File: src/rtl/smoothing_window_gen.sv
// rtl/smoothing_window_gen.sv - 3x3 raster window generator for a smoothing filter
// Two line buffers plus a 3x3 shift register; one registered window per interior pixel.
module smoothing_window_gen #(
  parameter int IMG_W = 8,
  parameter int IMG_H = 8
) (
  input  logic        clk,
  input  logic        rst,
  input  logic [7:0]  pixel_in,
  input  logic        in_valid,
  input  logic        sof,
  output logic        in_ready,
  output logic [71:0] window,
  output logic        win_valid,
  input  logic        win_ready,
  output logic        eof,
  output logic        frame_err
);

  localparam int CW = $clog2(IMG_W);
  localparam int RW = $clog2(IMG_H);
  localparam logic [CW-1:0] COL_LAST = CW'(IMG_W - 1);
  localparam logic [RW-1:0] ROW_LAST = RW'(IMG_H - 1);

  localparam logic [1:0] ST_IDLE = 2'd0;
  localparam logic [1:0] ST_FILL = 2'd1;
  localparam logic [1:0] ST_RUN  = 2'd2;

  logic [1:0]    state_q, state_d;
  logic [CW-1:0] col_q, col_d, cur_col;
  logic [RW-1:0] row_q, row_d, cur_row;
  logic [7:0]    line1_q [IMG_W];
  logic [7:0]    line2_q [IMG_W];
  logic [7:0]    shreg_q [9];
  logic          win_valid_q, win_valid_d;
  logic          eof_q, eof_d;
  logic          frame_err_q, frame_err_d;
  logic          accept, take, gen, last_px;

  assign in_ready  = !win_valid_q || win_ready;
  assign accept    = in_valid && in_ready;
  // In IDLE only a sof pixel joins a frame; others are accepted and dropped.
  assign take      = accept && (sof || state_q != ST_IDLE);
  assign last_px   = (col_q == COL_LAST) && (row_q == ROW_LAST);
  assign gen       = accept && !sof && (state_q == ST_RUN) && (col_q >= CW'(2));
  assign win_valid = win_valid_q;
  assign eof       = eof_q;
  assign frame_err = frame_err_q;

  always_comb begin
    for (int k = 0; k < 9; k++) begin
      window[8*k +: 8] = shreg_q[k];
    end
  end

  always_comb begin
    cur_col = sof ? '0 : col_q;
    cur_row = sof ? '0 : row_q;
    state_d = state_q;
    col_d   = col_q;
    row_d   = row_q;
    if (take) begin
      if (cur_col == COL_LAST) begin
        col_d = '0;
        row_d = (cur_row == ROW_LAST) ? '0 : cur_row + 1'b1;
      end else begin
        col_d = cur_col + 1'b1;
        row_d = cur_row;
      end
      if (sof) begin
        state_d = ST_FILL;
      end else if (state_q == ST_FILL && row_q == RW'(2) && col_q == '0) begin
        state_d = ST_RUN;
      end else if (state_q == ST_RUN && last_px) begin
        state_d = ST_IDLE;
      end
    end
  end

  always_comb begin
    win_valid_d = win_valid_q && !win_ready;
    eof_d       = eof_q && win_valid_d;
    if (gen) begin
      win_valid_d = 1'b1;
      eof_d       = last_px;
    end
    frame_err_d = accept && sof && (state_q != ST_IDLE);
  end

  always_ff @(posedge clk or posedge rst) begin
    if (rst) begin
      state_q     <= ST_IDLE;
      col_q       <= '0;
      row_q       <= '0;
      win_valid_q <= 1'b0;
      eof_q       <= 1'b0;
      frame_err_q <= 1'b0;
      for (int k = 0; k < 9; k++) begin
        shreg_q[k] <= '0;
      end
    end else begin
      state_q     <= state_d;
      col_q       <= col_d;
      row_q       <= row_d;
      win_valid_q <= win_valid_d;
      eof_q       <= eof_d;
      frame_err_q <= frame_err_d;
      // Shifting only on take keeps the window frozen while the output is stalled.
      if (take) begin
        for (int r = 0; r < 3; r++) begin
          shreg_q[3*r]     <= shreg_q[3*r+1];
          shreg_q[3*r + 1] <= shreg_q[3*r+2];
        end
        shreg_q[2] <= line2_q[cur_col];
        shreg_q[5] <= line1_q[cur_col];
        shreg_q[8] <= pixel_in;
      end
    end
  end

  always_ff @(posedge clk) begin
    if (take) begin
      line2_q[cur_col] <= line1_q[cur_col];
      line1_q[cur_col] <= pixel_in;
    end
  end

endmodule

File: config.mk
export PLATFORM = sky130hd
export DESIGN_NAME = smoothing_window_gen
export DESIGN_NICKNAME = d
export VERILOG_FILES = /design/src/rtl/smoothing_window_gen.sv
export SDC_FILE = /design/constraint.sdc
export NUM_CORES = 1
export LEC_CHECK = 0
export ABC_AREA = 1
export BUFFER_PORTS_ARGS = -buffer_cell sky130_fd_sc_hd__buf_2
export CORE_MARGIN = 2
export CORE_UTILIZATION = 59
export CTS_CLUSTER_SIZE = 30
export DETAILED_ROUTE_END_ITERATION = 6
export PLACE_DENSITY = 0.8
export SYNTH_ARGS = -nofsm -noshare
export SYNTH_HDL_FRONTEND = slang
export SYNTH_SLANG_ARGS = --single-unit
File: constraint.sdc
create_clock -name clk -period 3.2 [get_ports clk]
set_clock_uncertainty 0.1 [all_clocks]
set_input_delay 0.16 -clock clk [delete_from_list [all_inputs] [get_ports clk]]
set_output_delay 0.16 -clock clk [all_outputs]
set_load 0.005 [all_outputs]
==> After elaboration in Yosys (flattened, before gate mapping) <==
Memory sizes are Yosys's and may differ from the RTL's. A register that Yosys moved wholly into a read port is not among the register bits.
Index checks and enable logic that the tools add are counted.
{ "word_totals": {"register_bits": 75, "in_bits": 13, "word_cells": 60, "mem_bits_rw": 128, "memories": 2, "output_inout_bits": 76} }
{ "mem_list": {"columns": ["name", "depth", "width", "read_ports", "rd_clocked_by_memory_dff", "write_ports", "line_no", "rtl"], "rows": [
  ["line1_q", 8, 8, 1, 0, 1, "32", "logic [7:0] line1_q [IMG_W];"],
  ["line2_q", 8, 8, 1, 1, 1, "33", "logic [7:0] line2_q [IMG_W];"]
]} }
{ "classes": {"reduce_logical": 22, "n_lt_le_gt_ge": 1, "n_addsub": 2, "eq_ne": 7, "mux": 12} }
{ "op_table": {"columns": ["cell", "count"], "rows": [
  ["$mux 3", 5],
  ["$logic_and 1x1->1", 13],
  ["$eq 3x3->1 const B", 4],
  ["$add 3x1->3 const B", 2],
  ["$mux 2", 3],
  ["$mux 1", 4],
  ["$eq 3x2->1 const B", 1],
  ["$ge 3x2->1 const B", 1],
  ["$logic_not 1->1", 3],
  ["$logic_not 3->1", 1],
  ["$reduce_bool 3->1", 1],
  ["$eq 2x1->1 const B", 1],
  ["$eq 2x2->1 const B", 1],
  ["$logic_or 1x1->1", 2],
  ["$reduce_and 2->1", 1],
  ["$reduce_bool 2->1", 1]
]} }

==> Longest topological paths before layout <==
Gate-level depths: netlist of run 1.
{ "depth": {"ltp_word": 7, "ltp_mapped": 10, "mapped_depth_nobuf": 9} }

==> Worst setup path before layout of run 1 <==
Ideal clock, no wire load.
{ "synth_timing": {"path_kind": "register to register", "start": "reg win_valid_q, in the netlist win_valid", "end": "mem line1_q[7][0] (enable)", "path_stages_with_launch": 8, "period_less_slack_ns": 2.707, "required_time_ns": 2.691, "n_path_buf": 2, "slack_ns": 0.493, "setup_ns": 0.409, "t_arrival_ns": 2.197, "cell_sequence": "dfrtp_1 nand2_1 nand2_1 inv_1 nand2_1 buf_4 buf_6 nor3_1"} }
{ "synth_via": {"elab_chain_cells": 6} }
{ "synth_lines": {"columns": ["element", "line_no", "rtl"], "rows": [
  ["start: declaration", "35", "logic win_valid_q, win_valid_d;"],
  ["start signal: assignment", "105", "win_valid_q <= win_valid_d;"],
  ["$logic_not 1->1", "40", "assign in_ready = !win_valid_q || win_ready;"],
  ["$logic_or 1x1->1", "40", null],
  ["via in_ready", "12", "output logic in_ready,"],
  ["$logic_and 1x1->1", "41", "assign accept = in_valid && in_ready;"],
  ["$logic_and 1x1->1", "43", "assign take = accept && (sof || state_q != ST_IDLE);"],
  ["$mux 1", "122", "if (take) begin"],
  ["$mux 1 (not written as such)", "124", "line1_q[cur_col] <= pixel_in;"],
  ["end: declaration", "32", null]
]} }
The timed path passes the listed nets, and every way through them passes these cells.

==> Worst setup path after layout of run 1 <==
{ "layout_timing": {"start": "reg col_q[2]", "end": "mem line1_q[7][3] (enable)"} }
{ "layout_via": {"elab_chain_cells": 1} }
{ "layout_lines": {"columns": ["element", "line_no", "rtl"], "rows": [
  ["start: declaration", "30", "logic [CW-1:0] col_q, col_d, cur_col;"],
  ["start signal: assignment", "103", "col_q <= col_d;"],
  ["$mux 3", "57", "cur_col = sof ? '0 : col_q;"]
]} }
No other way between the ends.

==> PnR_summary.wiki, run 1 <==
{| class="wikitable"
! Metric !! Value
|-
| Wire length of the first global-routing pass || 30500 µm
|-
| Largest net degree at the start of global routing || 92
|-
| Average size of a mapped cell || 10.1 µm²
|-
| Post-route insts no fill || 1181
|-
| Leading cell types in the layout, fill and taps excluded || sky130_fd_sc_hd__nand2_1, sky130_fd_sc_hd__inv_1, sky130_fd_sc_hd__edfxtp_1
|-
| Number of primary I/O pins || 89
|-
| Number of iterations in the first detailed-routing pass || 5
|-
| Detailed-route wire length || 19000 µm
|-
| CTS H-tree lvls || 1
|-
| R2r setup slk || 0.89 ns
|-
| Worst hold path cell count || 3
|-
| Maximum operating frequency || 0.433 GHz
|-
| Type of element capturing the critical path || flop
|-
| Clock-pin slew on the worst setup and hold paths || 0.07 ns
|-
| Met1 layer usage reported by global route || 33.3%
|-
| Launching element type of the critical path || flop
|-
| Total global-route track usage || 24.1%
|-
| Largest vdd supply drop || 0.497 mV
|-
| Critical R2R Capture || line1_q[7][3]$_DFFE_PP_
|-
| Unrepaired setup endpoints after global routing || false
|-
| Final count of pins violating max slew || 0
|-
| Share of post-route cells with drive strength above 1 || 15.5%
|-
| Worst skew pair latency || 0.49 ns
|-
| Pleak || 4.88 nW
|-
| Worst slew margin relative to its limit || 39.9%
|-
| Setup-failing EPs final || 0
|-
| Leading cell type in the layout, fill and taps excluded || sky130_fd_sc_hd__nand2_1
|-
| Hold/Removal Path Class || primary input to flop
|-
| Via Count || 6219
|-
| Count of max-cap constraint violations || 0
|-
| Hold Violations, Final || 0
|-
| Initial Util || 60.8%
|-
| Share of the yosys chip area belonging to registers || 66.8%
|-
| CTS tree || yes
|-
| M3 GR Usage || 4.56%
|-
| Final Cycle Share || 72.2%
|-
| Via count normalized by instance count || 5.27
|-
| Final cell area excluding filler cells || 10200 µm²
|-
| Slew at the pin closest to its max-slew limit || 0.901 ns
|-
| Cell total after placement || 1133
|-
| Data arrival time of the critical path || 2.40 ns
|-
| Sequence of cells on the critical path || inv_1 > nor2_4 > buf_4 > inv_1 > nor3_2 > buf_4
|-
| Core area || 14600 µm²
|-
| Share of the core filled with cells in the final layout || 70.2%
|-
| Final HPWL from detailed placement || 12200 µm
|-
| Post-detailed-route wirelength per cell || 16.1 µm
|-
| Reg-to-reg critical path startpoint || col_q[2]$_DFFE_PP0P_
|-
| Post-layout min period || 2.31 ns
|-
| Initial DRC Count || 572
|-
| R2R cell count || 6
|-
| Hold Path Sink || frame_err$_DFF_PP0_
|-
| Cell with the largest stage delay on the worst path || sky130_fd_sc_hd__nor3_2
|-
| Result of the run || finished, final reports clean
|-
| Number of I/O port buffers || 88
|-
| Total placed instance area || 9480 µm²
|-
| Number of standard cells after synthesis || 877
|-
| Horiz. Die Dim || 127 µm
|-
| Number of instances resized during post-cts repair || 0
|-
| Number of clock buffers inserted by TritonCTS || 21
|-
| Net count of the mapped netlist || 893
|-
| Max clock buf depth || 3
|-
| Count of yosys warnings during synthesis || 0
|-
| Total Power Consumption || 6.98 mW
|-
| Global placement routability congestion || 0.877
|-
| Post-Synthesis Cell Area || 8860 µm²
|-
| GR Layer Usage met2 || 38.2%
|-
| Netlist cell types || 28
|-
| Hold wc startpoint || sof
|-
| Vias in the first global route || 6041
|-
| Final sum of negative setup slack || 0 ns
|-
| Die boundary height || 127 µm
|-
| Number of fill cells || 1049
|-
| Crit path kind || flop to flop
|-
| Cell at the root of the clock tree || sky130_fd_sc_hd__clkbuf_16
|-
| Final ANT Viol Nets || 0
|-
| # nets final || 999
|-
| Power Density || 682 nW/µm²
|-
| Top fanout value on the critical path || 15
|-
| CP required || 3.29 ns
|-
| Setup repair bufs after CTS || 0
|-
| GRT overflow || 0
|-
| Initial antenna violation count || 0
|-
| CP max stage delay || 0.59 ns
|-
| Area overhead of the layout relative to synthesis || 15.5%
|-
| Total clock sinks || 211
|-
| Most utilized layer in the global route result || met2
|-
| Std-Cell Rows || 44
|-
| DRC errors left || 0
|-
| Flip-flop and latch count after synthesis || 211
|-
| Diodes inserted || 0
|-
| Die area || 16000 µm²
|-
| # hold bufs at CTS || 11
|}
[power by group]
part           leakage, nW  total, mW  switching (mW)  internal [mW]
Clock                0.316       2.31           0.955           1.35
Sequential            2.19       3.48           0.182           3.30
Combinational         2.37       1.19           0.765          0.421
[critical path, delay by kind of cell (launching register included)]
family                 cells  cell delay [ns]
buffers and inverters      4             0.77
and+or+nand+nor            2             0.70
DFF                        1             0.44
[how the worst max path moves through the flow]
stage,startpoint,to,slack (ns),depth (start not counted)
after floorplan,win_valid$_DFF_PP0_,line1_q[7][0]$_DFFE_PP_,0.49,7
after global placement,sof,line1_q[7][3]$_DFFE_PP_,0.89,8
after detailed placement,sof,line1_q[7][3]$_DFFE_PP_,0.83,8
after CTS,col_q[2]$_DFFE_PP0P_,line1_q[7][3]$_DFFE_PP_,0.92,6
after global routing,col_q[2]$_DFFE_PP0P_,line2_q[7][2]$_DFFE_PP_,0.74,6
final,col_q[2]$_DFFE_PP0P_,line1_q[7][3]$_DFFE_PP_,0.89,6
[logic make-up after synthesis]
kind of cell,Yosys count,synth area share (%)
xor+xnor,2,0.198
buf+inv,200,9.70
flops,211,66.8
fa+ha+maj,3,0.424
compound gates,71,4.23
simple gates,390,18.6
[through the flow]
step,hold WS (ns),setup slack [ns]
6_report,0.0201,0.889
5_1_grt,0.0354,0.739
4_1_cts,0.0124,0.916
3_5_place_dp,0.276,0.831
3_3_place_gp,0.278,0.888
2_1_floorplan,0.159,0.493
[cell type report]
class	instances	area (µm²)	share of cell area [%]
flip-flops and latches	211	5920	57.8
clock inverters	1	5.00	0.0489
inverters	163	618	6.04
clock buffers	36	642	6.27
repair buffers	120	708	6.92
well taps	184	230	2.25
multi-input cells	466	2110	20.6
[metal layers]
metal	up-vias	wire length, µm
met5	-	0
met4	0	715
met3	66	1540
met2	259	8740
met1	2895	7980
li1	2999	-
[Yosys cell counts (all sizes together)]
master | number | area share [%]
a21oi | 2 | 0.11
buf | 30 | 2.4
clkbuf | 7 | 0.30
dfrtp | 83 | 23
edfxtp | 128 | 43
ha | 3 | 0.42
inv | 163 | 7.0
nand2 | 247 | 11
nand3 | 85 | 4.8
nand4 | 9 | 0.64
nor2 | 43 | 2.2
nor3 | 5 | 0.34
o211ai | 7 | 0.59
o21ai | 61 | 3.4
o31ai | 1 | 0.085
or2 | 1 | 0.071
xor2 | 2 | 0.20
[state kept, by name (all words and copies together) (netlist names)]
| register | count |
|---|---|
| col_q | 3 |
| frame_err | 1 |
| window | 72 |
| line2_q | 64 |
| row_q | 3 |
| eof | 1 |
| line1_q | 64 |
| state_q | 2 |
| win_valid | 1 |
Power figures use the tool's default switching activity.
==> inputs of run 2 (changes only) <==
Settings changed: CORE_UTILIZATION 59 to 53, PLACE_DENSITY 0.8 to 0.76.
Clock period 3.2 ns to 2.1 ns, I/O delays scaled along.
==> run 2 against run 1 <==
Against the previous run: clock power is 58% higher; sequential power grew 53%; count of clock-buffer cells in the layout is 5 lower; register-to-register slack worse by 0.72 ns; critical endpoint is now line2_q[7][3]$_DFFE_PP_; largest power group unchanged; highest routed layer unchanged.
==> PnR_summary.wiki, run 2 (synthesis gave the netlist of run 1 again) <==
{| class="wikitable"
! Metric !! Value
|-
| Unrepaired setup endpoints after global routing || false
|-
| Largest net degree at the start of global routing || 84
|-
| Horiz. Die Dim || 133 µm
|-
| Initial Util || 53.8%
|-
| Diodes inserted || 0
|-
| Largest vdd supply drop || 0.653 mV
|-
| CTS H-tree lvls || 1
|-
| Std-Cell Rows || 47
|-
| Number of primary I/O pins || 89
|-
| Detailed-route wire length || 19800 µm
|-
| Max clock buf depth || 3
|-
| Setup repair bufs after CTS || 0
|-
| Proportion of power drawn by the clock network || 33.6%
|-
| Data arrival time of the critical path || 1.96 ns
|-
| Initial antenna violation count || 0
|-
| Launching element type of the critical path || flop
|-
| Cell with the largest stage delay on the worst path || sky130_fd_sc_hd__dfrtp_1
|-
| Area overhead of the layout relative to synthesis || 19.0%
|-
| CP required || 2.13 ns
|-
| Initial DRC Count || 654
|-
| R2r setup slk || 0.17 ns
|-
| Cell total after placement || 1183
|-
| Total global-route track usage || 22.4%
|-
| CTS tree || yes
|-
| Critical R2R Capture || line2_q[7][3]$_DFFE_PP_
|-
| Buf+Inv Stages, Crit Path || 1
|-
| Path length in cells of the critical path || 5
|-
| Hold/Removal Path Class || primary input to async pin
|-
| Cell at the root of the clock tree || sky130_fd_sc_hd__clkbuf_16
|-
| Post-detailed-route wirelength per cell || 16.0 µm
|-
| Worst skew pair latency || 0.50 ns
|-
| Total clock sinks || 211
|-
| Top fanout value on the critical path || 11
|-
| Setup-failing EPs final || 0
|-
| Type of element capturing the critical path || flop
|-
| Final ANT Viol Nets || 0
|-
| Switching part of the total power || 27.5%
|-
| Leading cell type in the layout, fill and taps excluded || sky130_fd_sc_hd__nand2_1
|-
| Count of max-cap constraint violations || 0
|-
| Combinational Power Share || 17.5%
|-
| Sequence of cells on the critical path || nand2_2 > buf_4 > nand2_1 > nand3_1 > nand4_1
|-
| Number of clock buffers inserted by TritonCTS || 22
|-
| Cell family with the largest share of critical-path delay || simple AND/OR/NAND/NOR gates
|-
| Via Count || 6351
|-
| Leading cell types in the layout, fill and taps excluded || sky130_fd_sc_hd__nand2_1, sky130_fd_sc_hd__inv_1, sky130_fd_sc_hd__edfxtp_1
|-
| Die area || 17800 µm²
|-
| GRT overflow || 0
|-
| Final sum of negative setup slack || 0 ns
|-
| Number of I/O port buffers || 88
|-
| Maximum operating frequency || 0.517 GHz
|-
| Post-layout min period || 1.93 ns
|-
| Number of iterations in the first detailed-routing pass || 5
|-
| Internal power component || 7.87 mW
|-
| Switching power of the nets || 2.99 mW
|-
| Power Density || 1030 nW/µm²
|-
| Crit path kind || flop to flop
|-
| Via count normalized by instance count || 5.15
|-
| Result of the run || finished, final reports clean
|-
| Vias in the first global route || 5973
|-
| # nets final || 1015
|-
| Die boundary height || 133 µm
|-
| Worst slew margin relative to its limit || 70.7%
|-
| Post-route insts no fill || 1233
|-
| Share of post-route cells with drive strength above 1 || 17.1%
|-
| Largest register FFs || 72
|-
| DRC errors left || 0
|-
| Global placement routability congestion || 0.866
|-
| R2R cell count || 5
|-
| Hold Violations, Final || 0
|-
| Final Cycle Share || 92.0%
|-
| CP max stage delay || 0.46 ns
|-
| Slew at the pin closest to its max-slew limit || 0.440 ns
|-
| Core area || 16500 µm²
|-
| Final count of pins violating max slew || 0
|-
| Final HPWL from detailed placement || 12700 µm
|-
| Wire length of the first global-routing pass || 31300 µm
|-
| Reg-to-reg critical path startpoint || col_q[0]$_DFFE_PP0P_
|-
| Clock-pin slew on the worst setup and hold paths || 0.06 ns
|-
| Pleak || 5.01 nW
|-
| Seq pwr share || 48.9%
|}
run 2: cell types whose count changed in the layout (fill, tap and decap cells not counted), sizes merged:
cell and delta:
clkinv +3, inv +1, clkbuf -5, clkinvlp +2, buf +14, dlygate4sd3 +1
run 2: power groups by stage:
stage | Sequential (mW) | Clock, mW | Combinational, mW
final | 5.32 | 3.65 | 1.90
after global routing | 5.37 | 3.86 | 2.12
after CTS | 5.31 | 3.70 | 1.90
after detailed placement | 5.39 | 0 | 1.86
after global placement | 5.38 | 0 | 1.81
after floorplan | 5.39 | 0 | 1.02
run 2: layout make-up:
| cell class | count | area (µm²) |
|---|---|---|
| Clock buffer | 31 | 646 |
| Clock inverter | 7 | 38.8 |
| Timing Repair Buffer | 135 | 911 |
| Sequential cell | 211 | 5920 |
| Tap cell | 220 | 275 |
| Fill cell | 1249 | 5920 |
| Multi-Input combinational cell | 466 | 2130 |
| Inverter | 163 | 621 |
run 2: what timing repair did:
item / 4_1_cts / 5_1_grt
resized for setup: 0 / 0
hold endpoints to repair: 159 / 0
hold buffers: 12 / 0
run 2: worst max path at each step:
| stage | endpoint | from | slack (ns) |
|---|---|---|---|
| floorplan | line1_q[0][0]$_DFFE_PP_ | win_valid$_DFF_PP0_ | -0.19 |
| global placement | line1_q[5][6]$_DFFE_PP_ | win_valid$_DFF_PP0_ | 0.25 |
| detailed placement | line1_q[4][2]$_DFFE_PP_ | win_valid$_DFF_PP0_ | 0.22 |
| CTS | line1_q[4][4]$_DFFE_PP_ | win_valid$_DFF_PP0_ | 0.18 |
| global route | line2_q[1][0]$_DFFE_PP_ | col_q[0]$_DFFE_PP0P_ | 0.03 |
| finish | line2_q[7][3]$_DFFE_PP_ | col_q[0]$_DFFE_PP0P_ | 0.17 |
run 2: worst register-to-register path: stages, from the launching register on:
cell and delay [ns]:
sky130_fd_sc_hd__dfrtp_1 0.46, sky130_fd_sc_hd__nand2_2 0.26, sky130_fd_sc_hd__buf_4 0.23, sky130_fd_sc_hd__nand2_1 0.07, sky130_fd_sc_hd__nand3_1 0.12, sky130_fd_sc_hd__nand4_1 0.32
run 2: routing by layer:
metal  GRT usage [%]  vias up  part of all wire [%]
li1                -     3030                     -
met1            31.8     3004                    43
met2            36.9      274                    47
met3            3.27       43                   7.2
met4            5.97        0                   2.3
met5               0        -                     0
run 2: metrics by stage:
step	power, mW	cell area (µm²)	setup slack, ns	hold slack [ns]	utilization (%)
final	10.9	10500	0.167	0.152	64.0
after detailed placement	7.25	9740	0.216	0.157	59.1
after global routing	11.4	10500	0.0292	0.220	64.0
after CTS	10.9	10500	0.181	0.178	64.0
after global placement	7.19	9740	0.254	0.157	59.1
after floorplan	6.41	8910	-0.187	0.104	-
